[src/rtl/pipe_stage_reg_pkg.sv]
// Shared types for the inter-stage pipeline register: occupancy state encoding.
package pipe_stage_reg_pkg;

    typedef enum logic [1:0] {
        PS_EMPTY = 2'd0,
        PS_FULL  = 2'd1,
        PS_SKIDF = 2'd2
    } ps_state_e;

endpackage

[src/rtl/pipe_stage_reg_sat_counter.sv]
// Saturating up-counter; sticks at all-ones until reset.
module sat_counter #(
    parameter int unsigned W = 16
) (
    input  logic         clk,
    input  logic         rst_n,
    input  logic         inc,
    output logic [W-1:0] cnt
);

    logic [W-1:0] cnt_q;
    logic [W-1:0] cnt_d;

    always_comb begin
        cnt_d = cnt_q;
        if (inc && (cnt_q != {W{1'b1}})) begin
            cnt_d = cnt_q + W'(1);
        end
    end

    always_ff @(posedge clk or negedge rst_n) begin
        if (!rst_n) begin
            cnt_q <= '0;
        end else begin
            cnt_q <= cnt_d;
        end
    end

    assign cnt = cnt_q;

endmodule

[src/rtl/pipe_stage_reg.sv]
// Valid/ready pipeline register between two stages, with optional 2-entry skid,
// synchronous bubble-inserting flush and a saturating stall-cycle counter.
module pipe_stage_reg
    import pipe_stage_reg_pkg::*;
#(
    parameter int unsigned      WIDTH  = 64,
    parameter logic [WIDTH-1:0] BUBBLE = '0,
    parameter bit               SKID   = 1'b1,
    parameter int unsigned      CNT_W  = 16
) (
    input  logic             psi_clk,
    input  logic             psi_rst,
    input  logic             psi_flush,
    input  logic             psi_valid,
    input  logic [WIDTH-1:0] psi_data,
    output logic             pso_up_ready,
    output logic             pso_valid,
    output logic [WIDTH-1:0] pso_data,
    input  logic             psi_dn_ready,
    output logic [CNT_W-1:0] pso_stall_cnt
);

    ps_state_e        state_q, state_d;
    logic [WIDTH-1:0] main_q, main_d;
    logic [WIDTH-1:0] skid_q, skid_d;
    logic             in_fire;
    logic             out_fire;

    assign pso_valid = (state_q != PS_EMPTY);
    assign pso_data  = main_q;
    assign in_fire   = psi_valid & pso_up_ready;
    assign out_fire  = pso_valid & psi_dn_ready;

    // Registers only ever load psi_data on in_fire, so X on an idle bus never gets in.
    always_comb begin
        state_d = state_q;
        main_d  = main_q;
        skid_d  = skid_q;
        if (psi_flush) begin
            state_d = PS_EMPTY;
            main_d  = BUBBLE;
            skid_d  = BUBBLE;
        end else begin
            case (state_q)
                PS_EMPTY: begin
                    if (in_fire) begin
                        state_d = PS_FULL;
                        main_d  = psi_data;
                    end
                end
                PS_FULL: begin
                    if (in_fire && out_fire) begin
                        main_d = psi_data;
                    end else if (SKID && in_fire) begin
                        state_d = PS_SKIDF;
                        skid_d  = psi_data;
                    end else if (out_fire) begin
                        state_d = PS_EMPTY;
                        main_d  = BUBBLE;
                    end
                end
                PS_SKIDF: begin
                    if (out_fire) begin
                        state_d = PS_FULL;
                        main_d  = skid_q;
                        skid_d  = BUBBLE;
                    end
                end
                default: begin
                    state_d = PS_EMPTY;
                    main_d  = BUBBLE;
                    skid_d  = BUBBLE;
                end
            endcase
        end
    end

    always_ff @(posedge psi_clk or negedge psi_rst) begin
        if (!psi_rst) begin
            state_q <= PS_EMPTY;
            main_q  <= BUBBLE;
            skid_q  <= BUBBLE;
        end else begin
            state_q <= state_d;
            main_q  <= main_d;
            skid_q  <= skid_d;
        end
    end

    // With the skid entry, upstream ready is a flop so psi_dn_ready never reaches it.
    generate
        if (SKID) begin : g_skid_ready
            logic up_ready_q;
            logic up_ready_d;
            assign up_ready_d = (state_d != PS_SKIDF);
            always_ff @(posedge psi_clk or negedge psi_rst) begin
                if (!psi_rst) begin
                    up_ready_q <= 1'b1;
                end else begin
                    up_ready_q <= up_ready_d;
                end
            end
            assign pso_up_ready = up_ready_q;
        end else begin : g_comb_ready
            assign pso_up_ready = ~pso_valid | psi_dn_ready;
        end
    endgenerate

    sat_counter #(
        .W(CNT_W)
    ) u_stall_cnt (
        .clk  (psi_clk),
        .rst_n(psi_rst),
        .inc  (pso_valid & ~psi_dn_ready),
        .cnt  (pso_stall_cnt)
    );

endmodule

[config.mk]
export PLATFORM = sky130hd
export DESIGN_NAME = pipe_stage_reg
export DESIGN_NICKNAME = d
export VERILOG_FILES = /design/src/rtl/pipe_stage_reg_pkg.sv /design/src/rtl/pipe_stage_reg_sat_counter.sv /design/src/rtl/pipe_stage_reg.sv
export SDC_FILE = /design/constraint.sdc
export NUM_CORES = 1
export LEC_CHECK = 0
export ABC_CLOCK_PERIOD_IN_PS = 2410
export CAP_MARGIN = 5
export CORE_MARGIN = 1.5
export CORE_UTILIZATION = 50
export CTS_CLUSTER_SIZE = 24
export DETAILED_ROUTE_END_ITERATION = 7
export PLACE_DENSITY = 0.79
export SYNTH_ARGS = -nofsm -noshare
export SYNTH_HDL_FRONTEND = slang
export SYNTH_SLANG_ARGS = --single-unit
export TNS_END_PERCENT = 50
[constraint.sdc]
create_clock -name psi_clk -period 2.41 [get_ports psi_clk]
set_clock_uncertainty 0.05 [all_clocks]
set_input_delay 0.6025 -clock psi_clk [delete_from_list [all_inputs] [get_ports psi_clk]]
set_output_delay 0.6025 -clock psi_clk [all_outputs]
set_load 0.01 [all_outputs]
### Word-level counts from Yosys, hierarchy flattened

Cells that the tools add are included.

* bits in registers: 147
* input port bits: 69
* output and inout port bits: 82
* word-level logic and storage cells: 44

* add/subtract/negate cells: 1
* equality and inequality tests: 11
* mux-type cells: 17
* bitwise logic cells: 4
* reduce and logical (&&, ||, !) cells: 6

Operators with widths (count)
* 64-bit 2-to-1 mux: 8
* 64-bit case mux with 3 select lines: 2
* 16-bit by 1-bit adder with 16-bit output, second input constant: 1
* 16-bit inequality test, second input constant: 1
* 2-bit 2-to-1 mux: 6
* 3-bit inequality test, second input constant: 4
* 4-bit inequality test, second input constant: 2
* 4-bit AND reduction: 2
* 2-bit case mux with 3 select lines: 1
* 2-bit inequality test, second input constant: 2
* 1-bit AND: 3
* 2-bit by 1-bit == test with 1-bit output, second input constant: 1
* 2-bit == test, second input constant: 1
* 1-bit logical AND: 2
* 2-bit zero test: 1
* 2-bit nonzero test: 1
* 1-bit NOT: 1

### Logic depth before layout (Yosys ltp)

Gate-level depths: netlist (run 1).

* word-level depth: 8
* gate-level depth with buffers: 7
* depth with buffers taken out: 5

### Hierarchy

A second synthesis (run 1) with hierarchy kept.

* cells, all modules: 695
* area total of the unflattened synthesis: 7591.0 um2

By module, submodules not included
* pipe_stage_reg: times used 1, cells each 618, area an instance 6706.4 um2, seq. area each 3279.4 um2
* sat_counter: times used 1, cells each 77, area an instance 884.6 um2, seq. area each 400.4 um2

### Worst setup path after synthesis (run 1)

No wires, ideal clock.

* path type: input to register
* start point: in psi_dn_ready
* end point: reg main_q[24] (netlist: pso_data[24])
* library setup time: 0.078 ns
* arrival: 1.789 ns
* data required time: 2.282 ns
* setup slack: 0.493 ns
* cell stages on the path: 6
* buffers on the path: 2
* cells stage by stage: buf_2 -> nand3_1 -> a21oi_1 -> clkbuf_1 -> a22oi_1 -> o2bb2ai_1

* cells in the longest elaborated chain, start to end: 5
* elaborated cells on any way between the ends: 9
* those cells by class: eq/ne: 3; mux: 3; bitwise: 1; reduce/logical: 2

Ends and longest elaborated chain
* start, declared: RTL line pipe_stage_reg.sv:19 `input logic psi_dn_ready,`
* 1-bit AND *: RTL line pipe_stage_reg.sv:32 `assign out_fire = pso_valid & psi_dn_ready;`
* 1-bit logical AND: RTL line pipe_stage_reg.sv:52 `if (in_fire && out_fire) begin`
* 64-bit 2-to-1 mux: RTL line pipe_stage_reg.sv:52
* 64-bit case mux with 3 select lines: RTL line pipe_stage_reg.sv:44 `case (state_q)`
* 64-bit 2-to-1 mux: RTL line pipe_stage_reg.sv:39 `if (psi_flush) begin`
* end signal, assigned: RTL line pipe_stage_reg.sv:85 `main_q <= main_d;`
* end, declared: RTL line pipe_stage_reg.sv:24 `logic [WIDTH-1:0] main_q, main_d;`

Every way passes the cells marked *; elsewhere a longest branch is shown, timed or not.
A chain may end at the register's enable or synchronous reset.

### Worst setup path in the final report (run 1)

* start point: reg state_q[0]
* end point: out pso_valid

* cells in the longest elaborated chain, start to end: 1

Ends and longest elaborated chain
* start, declared: RTL line pipe_stage_reg.sv:23 `ps_state_e state_q, state_d;`
* start signal, assigned: RTL line pipe_stage_reg.sv:84 `state_q <= state_d;`
* 2-bit nonzero test: RTL line pipe_stage_reg.sv:29 `assign pso_valid = (state_q != PS_EMPTY);`
* end, declared: RTL line pipe_stage_reg.sv:17 `output logic pso_valid,`

No other way between the ends.

==> results.yml, run 1 <==
status:
  outcome: "completed"
synth:
  avgSynthCellArea_sq_um: 11.1
  yosys_warnings: 0
  async_reset_ff_frac: 1.00
  ys_types: 37
  synth_cells: 593
  syn_area_sq_um: 6590
  synthFlopType: "dfrtp_1"
  seq_area_frac_synth: 0.559
  syn-num-nets: 663
  synth_edf_count: 0
  ys_seq_elements: 147
floorplan:
  die_area_sq_um: 13900
  rows: 41
  dieWidth_um: 118
  start_util: 0.518
  design.core.area_sq_um: 12700
  dieHeight_um: 118
  io_pins: 151
layout:
  final_core_util: 0.708
  diodes: 0
  layout.cells.non_filler: 919
  drive_gt1_frac: 0.0884
  num-fill-cells: 930
  finish.instance_area_sq_um: 9010
  syn_to_final_growth_pct: 36.8
  num-nets-final: 804
critical_path:
  rrSetupSlack_ns: 0.43
  slowest_delay_ns: 0.51
  worst_setup_path_start_kind: "flop"
  crit_family: "buffers and inverters"
  crit_end: "pso_valid"
  reg2reg_from: "u_stall_cnt.cnt[0]$_DFFE_PN0P_"
  crit_type: "reg2out"
  crit_path_start: "state_q[0]$_DFF_PN0_"
  end_kind: "output port"
  critical_path_buf_inv_count: 1
  cp.arrival_ns: 1.61
  slowest_stage: "clkdlybuf4s50_1"
  path_cells: "or2_2, clkdlybuf4s50_1"
  crit_fanout: 2
  timing.rr.end: "u_stall_cnt.cnt[1]$_DFFE_PN0P_"
  cp.depth: 2
  rr_worst_depth: 6
  worstPathRequired_ns: 1.76
detailed_routing:
  top_layer: "met4"
  viasPerCell: 5.63
  drtPass1Iterations: 5
  wl_met2_mm: 8.18
  wl_met3_um: 734
  wl_per_cell_um: 17.6
  postRouteAntennaNets: 0
  wl_mm: 16.2
  via_count: 5172
  wl_met1_mm: 7.04
  drt_iter0_markers: 393
  route.detailed.drc: 0
sta:
  final.min_clock_period_ns: 2.26
  fin_crit_sh: 0.938
  fmax_mhz: 442
  maxSlewHeadroom: 0.669
  hold_viol_final: 0
  grt_setup_unrepaired: "no"
  maxSlewViolCount: 0
  setup_viol: 0
  worstMarginPinSlew_ns: 0.496
global_route:
  grt_pass1_vias: 5280
  grt-ovfl-total: 0
  grt_max_degree: 55
  track_usage: 0.245
  grt_antenna_before_repair: 0
  grt_first_pass_wirelength_mm: 27.1
power:
  p_leak_nw: 3.97
  power.density_nw_per_um2: 733
  peakVddDrop_mv: 0.549
cts:
  cts_setup_buffers: 0
  ctsHoldBuffers: 0
  post_cts_resized: 0
  cts_tree: "built"
  htree_levels: 4
  cts_buffer_depth: 2
  cts-root-buf: "clkbuf_16"
  clock_sinks: 147
  clock_latency_ns: 0.41
  clk_pin_slew_worst_paths_ns: 0.06
  numCtsBuffers: 17
placement:
  dpl-instance-area_sq_um: 8400
  gp_congestion: 0.795
  hpwl_mm: 10.4
  portBuffers: 150
  placed_cells: 887
job:
  drv_cap: 0
worst_hold_path:
  hold_path.class: "in2async"
report_power, final:
part / leakage (nW) / total (mW) / switching, mW / internal [mW]
clock network: 0.303 / 2.72 / 0.982 / 1.73
logic: 1.67 / 1.08 / 0.527 / 0.554
registers: 2.00 / 2.81 / 0.153 / 2.65
total: 3.97 / 6.60 / 1.66 / 4.94
layout make-up:
type / instances / area, sq um / share of cell area
Sequential cell: 147 / 3680 / 0.408
Multi-Input combinational cell: 336 / 2530 / 0.280
Timing Repair Buffer: 167 / 1730 / 0.192
Clock buffer: 23 / 488 / 0.0542
Inverter: 65 / 244 / 0.0271
Tap cell: 172 / 215 / 0.0239
Clock inverter: 9 / 126 / 0.0140
cells in the mapped netlist (2+ instances only):
master / instances / area share
a22oi_1: 65 / 0.074
nand3b_1: 2 / 0.0023
clkbuf_1: 22 / 0.013
nor3_1: 5 / 0.0038
nand2b_1: 2 / 0.0019
mux2i_1: 64 / 0.097
nor4_1: 5 / 0.0047
nand3_1: 5 / 0.0038
o21ba_2: 2 / 0.0030
or2_2: 3 / 0.0028
mux2_2: 2 / 0.0034
o2bb2ai_1: 64 / 0.085
inv_1: 65 / 0.037
dfrtp_1: 146 / 0.55
a21oi_1: 5 / 0.0038
nand2_1: 72 / 0.041
nand4_1: 5 / 0.0047
o21bai_1: 2 / 0.0023
nor3b_1: 2 / 0.0023
xor2_1: 13 / 0.017
buf_2: 17 / 0.013
buf_1: 6 / 0.0034
nor2_1: 5 / 0.0028
through the flow:
step	hold WS (ns)	TNS [ns]	setup WS, ns	total power, mW
2_1_floorplan	0.257	0	0.493	3.31
3_5_place_dp	0.422	-0.0352	-0.00869	3.93
3_3_place_gp	0.419	0	0.0614	3.90
6_report	0.0820	0	0.149	6.60
5_1_grt	0.118	0	0.0787	6.88
4_1_cts	0.0985	0	0.129	6.66
layout by cell type (no fill, tap or decap), types with 2 or more instances in the layout:
cell             instances
a21oi_1                  3
a21oi_4                  2
a22oi_1                 65
buf_12                   8
buf_4                    9
bufinv_16                3
clkbuf_1                 2
clkbuf_16               17
clkbuf_8                 4
clkdlybuf4s50_1        149
clkinv_2                 4
dfrtp_1                146
inv_1                   65
mux2_2                   2
mux2i_1                 64
nand2_1                 72
nand2b_1                 2
nand3_1                  5
nand3b_1                 2
nand4_1                  5
nor2_1                   4
nor3_1                   5
nor4_1                   5
o21ba_2                  2
o2bb2ai_1               64
or2_2                    3
xor2_1                  13
kinds of logic (layout without fill, tap and decap cells):
family,after synthesis,count (layout),share of synthesized area
DFF,147,147,0.559
AOI/OAI and AO/OA,141,141,0.173
and+or+nand+nor,114,114,0.0813
buffers and inverters,110,264,0.0659
muxes,66,66,0.101
xor gates and xnor gates,14,14,0.0186
adders and majority gates,1,1,0.00190
worst register-to-register path, delay by kind of cell (launching register included):
family                   cells  cell delay [ns]
adder cells (fa/ha/maj)      1             0.22
buffers and inverters        1             0.24
flip-flops                   1             0.42
multiplexers                 1             0.29
AND/OR/NAND/NOR              3             0.64
state kept, by name, summed over array words and instances, names as in the netlist:
| signal | flops |
|---|---|
| pso_data | 64 |
| pso_up_ready | 1 |
| skid_q | 64 |
| state_q | 2 |
| u_stall_cnt.cnt | 16 |
worst min-delay path by stage:
stage / endpoint / cells after the start
finish: pso_data[5]$_DFFE_PN0P_ / 1
global route: pso_data[8]$_DFFE_PN0P_ / 1
CTS: pso_data[5]$_DFFE_PN0P_ / 1
detailed placement: pso_data[0]$_DFFE_PN0P_ / 1
global placement: pso_data[22]$_DFFE_PN0P_ / 1
floorplan: pso_data[0]$_DFFE_PN0P_ / 0
metal layers:
| layer | vias up | track usage |
|---|---|---|
| li1 | 2374 | - |
| met1 | 2626 | 0.313 |
| met2 | 152 | 0.414 |
| met3 | 20 | 0.0489 |
| met4 | 0 | 0.0877 |
| met5 | - | 0 |
Note: power is estimated with default switching activity, not from simulation.
==> inputs of run 2 (changes only) <==
Settings changed: CORE_MARGIN 1.5 to default.
==> run 2 against run 1 <==
Net effect: clock power rose by 10%; total power rose by 4.4%; sequential power barely moved; setup slack improved by 0.017 ns; via count rose by 0.23%; global-route usage rose by 0.31 points; sequential cell count did not move; sequential share of layout area fell by 0.26 points; critical path type unchanged; critical endpoint unchanged.
==> results.yml, run 2 (same netlist as run 1, synthesis figures left out) <==
sta:
  hold_viol_final: 0
  grt_setup_unrepaired: "no"
  setup_viol: 0
  final.min_clock_period_ns: 2.24
  tns_ns: 0
  maxSlewHeadroom: 0.644
  maxSlewViolCount: 0
  worstMarginPinSlew_ns: 0.530
  fin_crit_sh: 0.931
  fmax_mhz: 446
cts:
  clk_pin_slew_worst_paths_ns: 0.06
  post_cts_resized: 0
  htree_levels: 4
  numCtsBuffers: 17
  clock_latency_ns: 0.42
  clock_sinks: 147
  cts_tree: "built"
  cts_setup_buffers: 0
  cts-root-buf: "clkbuf_16"
  cts_buffer_depth: 2
  ctsHoldBuffers: 0
detailed_routing:
  drtPass1Iterations: 5
  wl_mm: 16.1
  route.detailed.drc: 0
  viasPerCell: 5.65
  drt_iter0_markers: 393
  postRouteAntennaNets: 0
  wl_per_cell_um: 17.6
  via_count: 5184
floorplan:
  design.core.area_sq_um: 12700
  dieHeight_um: 117
  start_util: 0.518
  die_area_sq_um: 13600
  io_pins: 151
  dieWidth_um: 117
  rows: 41
critical_path:
  crit_type: "reg2out"
  worstPathRequired_ns: 1.76
  critical_path_buf_inv_count: 1
  timing.rr.end: "u_stall_cnt.cnt[1]$_DFFE_PN0P_"
  reg2reg_from: "u_stall_cnt.cnt[0]$_DFFE_PN0P_"
  crit_fanout: 2
  cp.arrival_ns: 1.59
  worst_setup_path_start_kind: "flop"
  end_kind: "output port"
  slowest_delay_ns: 0.50
  crit_family: "buffers and inverters"
  slowest_stage: "clkdlybuf4s50_1"
  rrSetupSlack_ns: 0.43
  path_cells: "or2_2, clkdlybuf4s50_1"
  rr_worst_depth: 6
placement:
  hpwl_mm: 10.3
  portBuffers: 150
  placed_cells: 887
  gp_congestion: 0.807
power:
  peakVddDrop_mv: 0.704
  clockPowerShare: 0.436
  combinationalPowerShare: 0.157
  p_int_mw: 5.22
  pwr-share-seq: 0.408
  switching_share: 0.242
  p_sw_mw: 1.67
  power.density_nw_per_um2: 760
  p_leak_nw: 3.99
layout:
  drive_gt1_frac: 0.0885
  num-nets-final: 804
  layout.cells.non_filler: 918
  final_common_cell: "clkdlybuf4s50_1"
  syn_to_final_growth_pct: 37.7
  diodes: 0
  num-fill-cells: 938
  final_core_util: 0.713
  final_cell_mix: "clkdlybuf4s50_1, dfrtp_1, nand2_1"
global_route:
  grt_antenna_before_repair: 0
  grt_max_degree: 75
  grt-ovfl-total: 0
  grt_first_pass_wirelength_mm: 25.5
  grt_pass1_vias: 5045
  track_usage: 0.248
worst_hold_path:
  hold_path.class: "in2async"
job:
  drv_cap: 0
status:
  outcome: "completed"
[run 2: cell count changes in the layout (fill, tap and decap cells not counted)]
cell / delta
bufinv_16: +3
clkbuf_1: -1
clkbuf_8: -1
clkinv_2: -1
clkinv_4: -1
[run 2: layer usage]
metal | routed length, um | global-route usage | part of all wire
met5 | 0 | 0 | 0
met4 | 146 | 0.0667 | 0.0091
met3 | 966 | 0.0757 | 0.060
met2 | 8140 | 0.406 | 0.50
met1 | 6870 | 0.321 | 0.43
[run 2: metrics by stage]
| stage | cell area, sq um | hold WS [ns] | power, mW | setup WS, ns |
|---|---|---|---|---|
| after global placement | 8400 | 0.420 | 3.89 | 0.0842 |
| after detailed placement | 8400 | 0.423 | 3.93 | 0.0176 |
| after CTS | 9070 | 0.00355 | 6.95 | 0.139 |
| final | 9070 | 0.00506 | 6.89 | 0.166 |
| after global routing | 9070 | 0.00810 | 7.16 | 0.119 |
| after floorplan | 6590 | 0.257 | 3.31 | 0.493 |
[run 2: power groups by stage]
stage / logic (mW) / registers, mW / clock network, mW
6_report: 1.08 / 2.81 / 3.00
5_1_grt: 1.17 / 2.83 / 3.16
4_1_cts: 1.09 / 2.81 / 3.05
3_5_place_dp: 1.08 / 2.84 / 0
3_3_place_gp: 1.05 / 2.84 / 0
2_1_floorplan: 0.432 / 2.88 / 0
[run 2: how the worst max path moves through the flow]
stage / start / end / slack, ns / cells past startpoint
detailed placement: psi_dn_ready / skid_q[37]$_DFFE_PN0P_ / 0.02 / 5
floorplan: psi_dn_ready / pso_data[24]$_DFFE_PN0P_ / 0.49 / 6
global placement: psi_dn_ready / skid_q[46]$_DFFE_PN0P_ / 0.08 / 5
CTS: state_q[0]$_DFF_PN0_ / pso_valid / 0.14 / 2
finish: state_q[0]$_DFF_PN0_ / pso_valid / 0.17 / 2
global route: state_q[0]$_DFF_PN0_ / pso_valid / 0.12 / 2
[run 2: final cells by class]
class / count / area, sq um / share of cell area
Clock buffer: 21 / 470 / 0.0519
Inverter: 65 / 244 / 0.0269
Multi-Input combinational cell: 336 / 2530 / 0.279
Timing Repair Buffer: 167 / 1730 / 0.191
Clock inverter: 10 / 203 / 0.0223
Tap cell: 172 / 215 / 0.0237
Sequential cell: 147 / 3680 / 0.406
==> inputs of run 3 (changes only) <==
Settings changed: PLACE_DENSITY 0.79 to 0.83, TNS_END_PERCENT 50 to 1.
==> run 3 against run 2 <==
Net effect: clock power is 21% lower; die area is the same; sequential power is essentially flat; hold slack improved by 0.061 ns; via count increased by 0.75%; fmax is 1.1% lower; non-clock buffer count is 1 higher; clock-buffer cell count rose by 1; sequential cell count stayed put; total power is 8.9% lower; routed wire length is 0.80% higher; first-iteration DRC count down 8.7%.
==> results.yml, run 3 (same netlist as run 1, synthesis figures left out) <==
floorplan:
  rows: 41
  dieHeight_um: 117
  io_pins: 151
  dieWidth_um: 117
  design.core.area_sq_um: 12700
  start_util: 0.518
  die_area_sq_um: 13600
sta:
  maxSlewViolCount: 0
  worstMarginPinSlew_ns: 0.539
  maxSlewHeadroom: 0.638
  timing.final.ws_setup_ns: 0.142
  final.min_clock_period_ns: 2.27
  fin_crit_sh: 0.941
  hold_viol_final: 0
  grt_setup_unrepaired: "no"
  setup_viol: 0
  fmax_mhz: 441
placement:
  gp_congestion: 0.802
  placed_cells: 888
  dpl_worst_slack_ns: -0.0588
  dpl-instance-area_sq_um: 8430
  hpwl_mm: 10.7
  portBuffers: 150
critical_path:
  crit_end: "pso_valid"
  rrSetupSlack_ns: 0.48
  timing.rr.end: "u_stall_cnt.cnt[12]$_DFFE_PN0P_"
  cp.arrival_ns: 1.62
  slowest_delay_ns: 0.51
  slowest_stage: "clkdlybuf4s50_1"
  end_kind: "output port"
  worstPathRequired_ns: 1.76
  worst_setup_path_start_kind: "flop"
  reg2reg_from: "u_stall_cnt.cnt[0]$_DFFE_PN0P_"
  crit_type: "reg2out"
  crit_fanout: 2
  crit_path_start: "state_q[0]$_DFF_PN0_"
  path_cells: "or2_2, clkdlybuf4s50_1"
  rr_worst_depth: 5
detailed_routing:
  route.detailed.drc: 0
  postRouteAntennaNets: 0
  wl_mm: 16.3
  drt_iter0_markers: 359
  via_count: 5223
  viasPerCell: 5.68
  drtPass1Iterations: 6
  wl_per_cell_um: 17.7
layout:
  finish.instance_area_sq_um: 8960
  final_common_cell: "clkdlybuf4s50_1"
  final_core_util: 0.704
  layout.cells.non_filler: 919
  syn_to_final_growth_pct: 36.0
  num-fill-cells: 914
  num-nets-final: 805
  final_cell_mix: "clkdlybuf4s50_1, dfrtp_1, nand2_1"
  diodes: 0
  drive_gt1_frac: 0.0884
status:
  outcome: "completed"
cts:
  clock_latency_ns: 0.42
  htree_levels: 4
  post_cts_resized: 0
  clock_sinks: 147
  cts_tree: "built"
  cts_setup_buffers: 0
  numCtsBuffers: 17
  cts-root-buf: "clkbuf_16"
  clk_pin_slew_worst_paths_ns: 0.06
  cts_buffer_depth: 2
  ctsHoldBuffers: 0
power:
  clockPowerShare: 0.378
  switching_share: 0.267
  combinationalPowerShare: 0.174
  finalPower_mw: 6.28
  p_int_mw: 4.60
  pwr-share-seq: 0.447
  p_sw_mw: 1.68
  p_leak_nw: 3.95
  power.density_nw_per_um2: 701
  peakVddDrop_mv: 0.513
global_route:
  grt_first_pass_wirelength_mm: 26.4
  grt_antenna_before_repair: 0
  grt-ovfl-total: 0
  grt_max_degree: 49
  grt_pass1_vias: 5392
  track_usage: 0.254
job:
  drv_cap: 0
worst_hold_path:
  hold_path.class: "in2async"
## run 3: final cells by class
class / instances / area (sq um) / area share
Sequential cell: 147 / 3680 / 0.411
Multi-Input combinational cell: 336 / 2530 / 0.282
Inverter: 65 / 244 / 0.0272
Clock inverter: 9 / 57.6 / 0.00642
Timing Repair Buffer: 168 / 1760 / 0.197
Clock buffer: 22 / 474 / 0.0529
Tap cell: 172 / 215 / 0.0240
## run 3: worst min-delay path by stage
| stage | end | cells after the start | from | slack (ns) |
|---|---|---|---|---|
| after floorplan | pso_data[0]$_DFFE_PN0P_ | 0 | psi_rst | 0.26 |
| after global placement | pso_data[17]$_DFFE_PN0P_ | 1 | pso_data[17]$_DFFE_PN0P_ | 0.42 |
| after detailed placement | pso_data[55]$_DFFE_PN0P_ | 1 | pso_data[55]$_DFFE_PN0P_ | 0.42 |
| after CTS | pso_data[22]$_DFFE_PN0P_ | 1 | psi_rst | 0.07 |
| after global routing | pso_data[54]$_DFFE_PN0P_ | 1 | psi_rst | 0.1 |
| final | pso_data[48]$_DFFE_PN0P_ | 1 | psi_rst | 0.07 |
## run 3: power by group through the flow
stage	Clock [mW]	Combinational [mW]	Sequential (mW)
floorplan	0	0.432	2.88
global placement	0	1.07	2.84
detailed placement	0	1.10	2.84
CTS	2.41	1.10	2.81
global route	2.51	1.19	2.83
finish	2.38	1.09	2.81
## run 3: stage by stage
| stage | setup TNS, ns | hold WS, ns |
|---|---|---|
| finish | 0 | 0.0664 |
| global route | 0 | 0.0975 |
| CTS | 0 | 0.0739 |
| detailed placement | -0.381 | 0.423 |
| global placement | 0 | 0.420 |
| floorplan | 0 | 0.257 |
## run 3: routing by layer
metal	routed length (um)	GRT usage	share of wire	vias to the layer above
met5	0	0	0	-
met3	828	0.0556	0.051	28
met4	335	0.0979	0.021	0
li1	-	-	-	2373
met1	6870	0.323	0.42	2643
met2	8220	0.427	0.51	179
## run 3: critical path, delay by kind of cell, from the launching register on
family | cells | cell delay, ns
buffers and inverters | 1 | 0.51
and+or+nand+nor | 1 | 0.32
DFF | 1 | 0.37
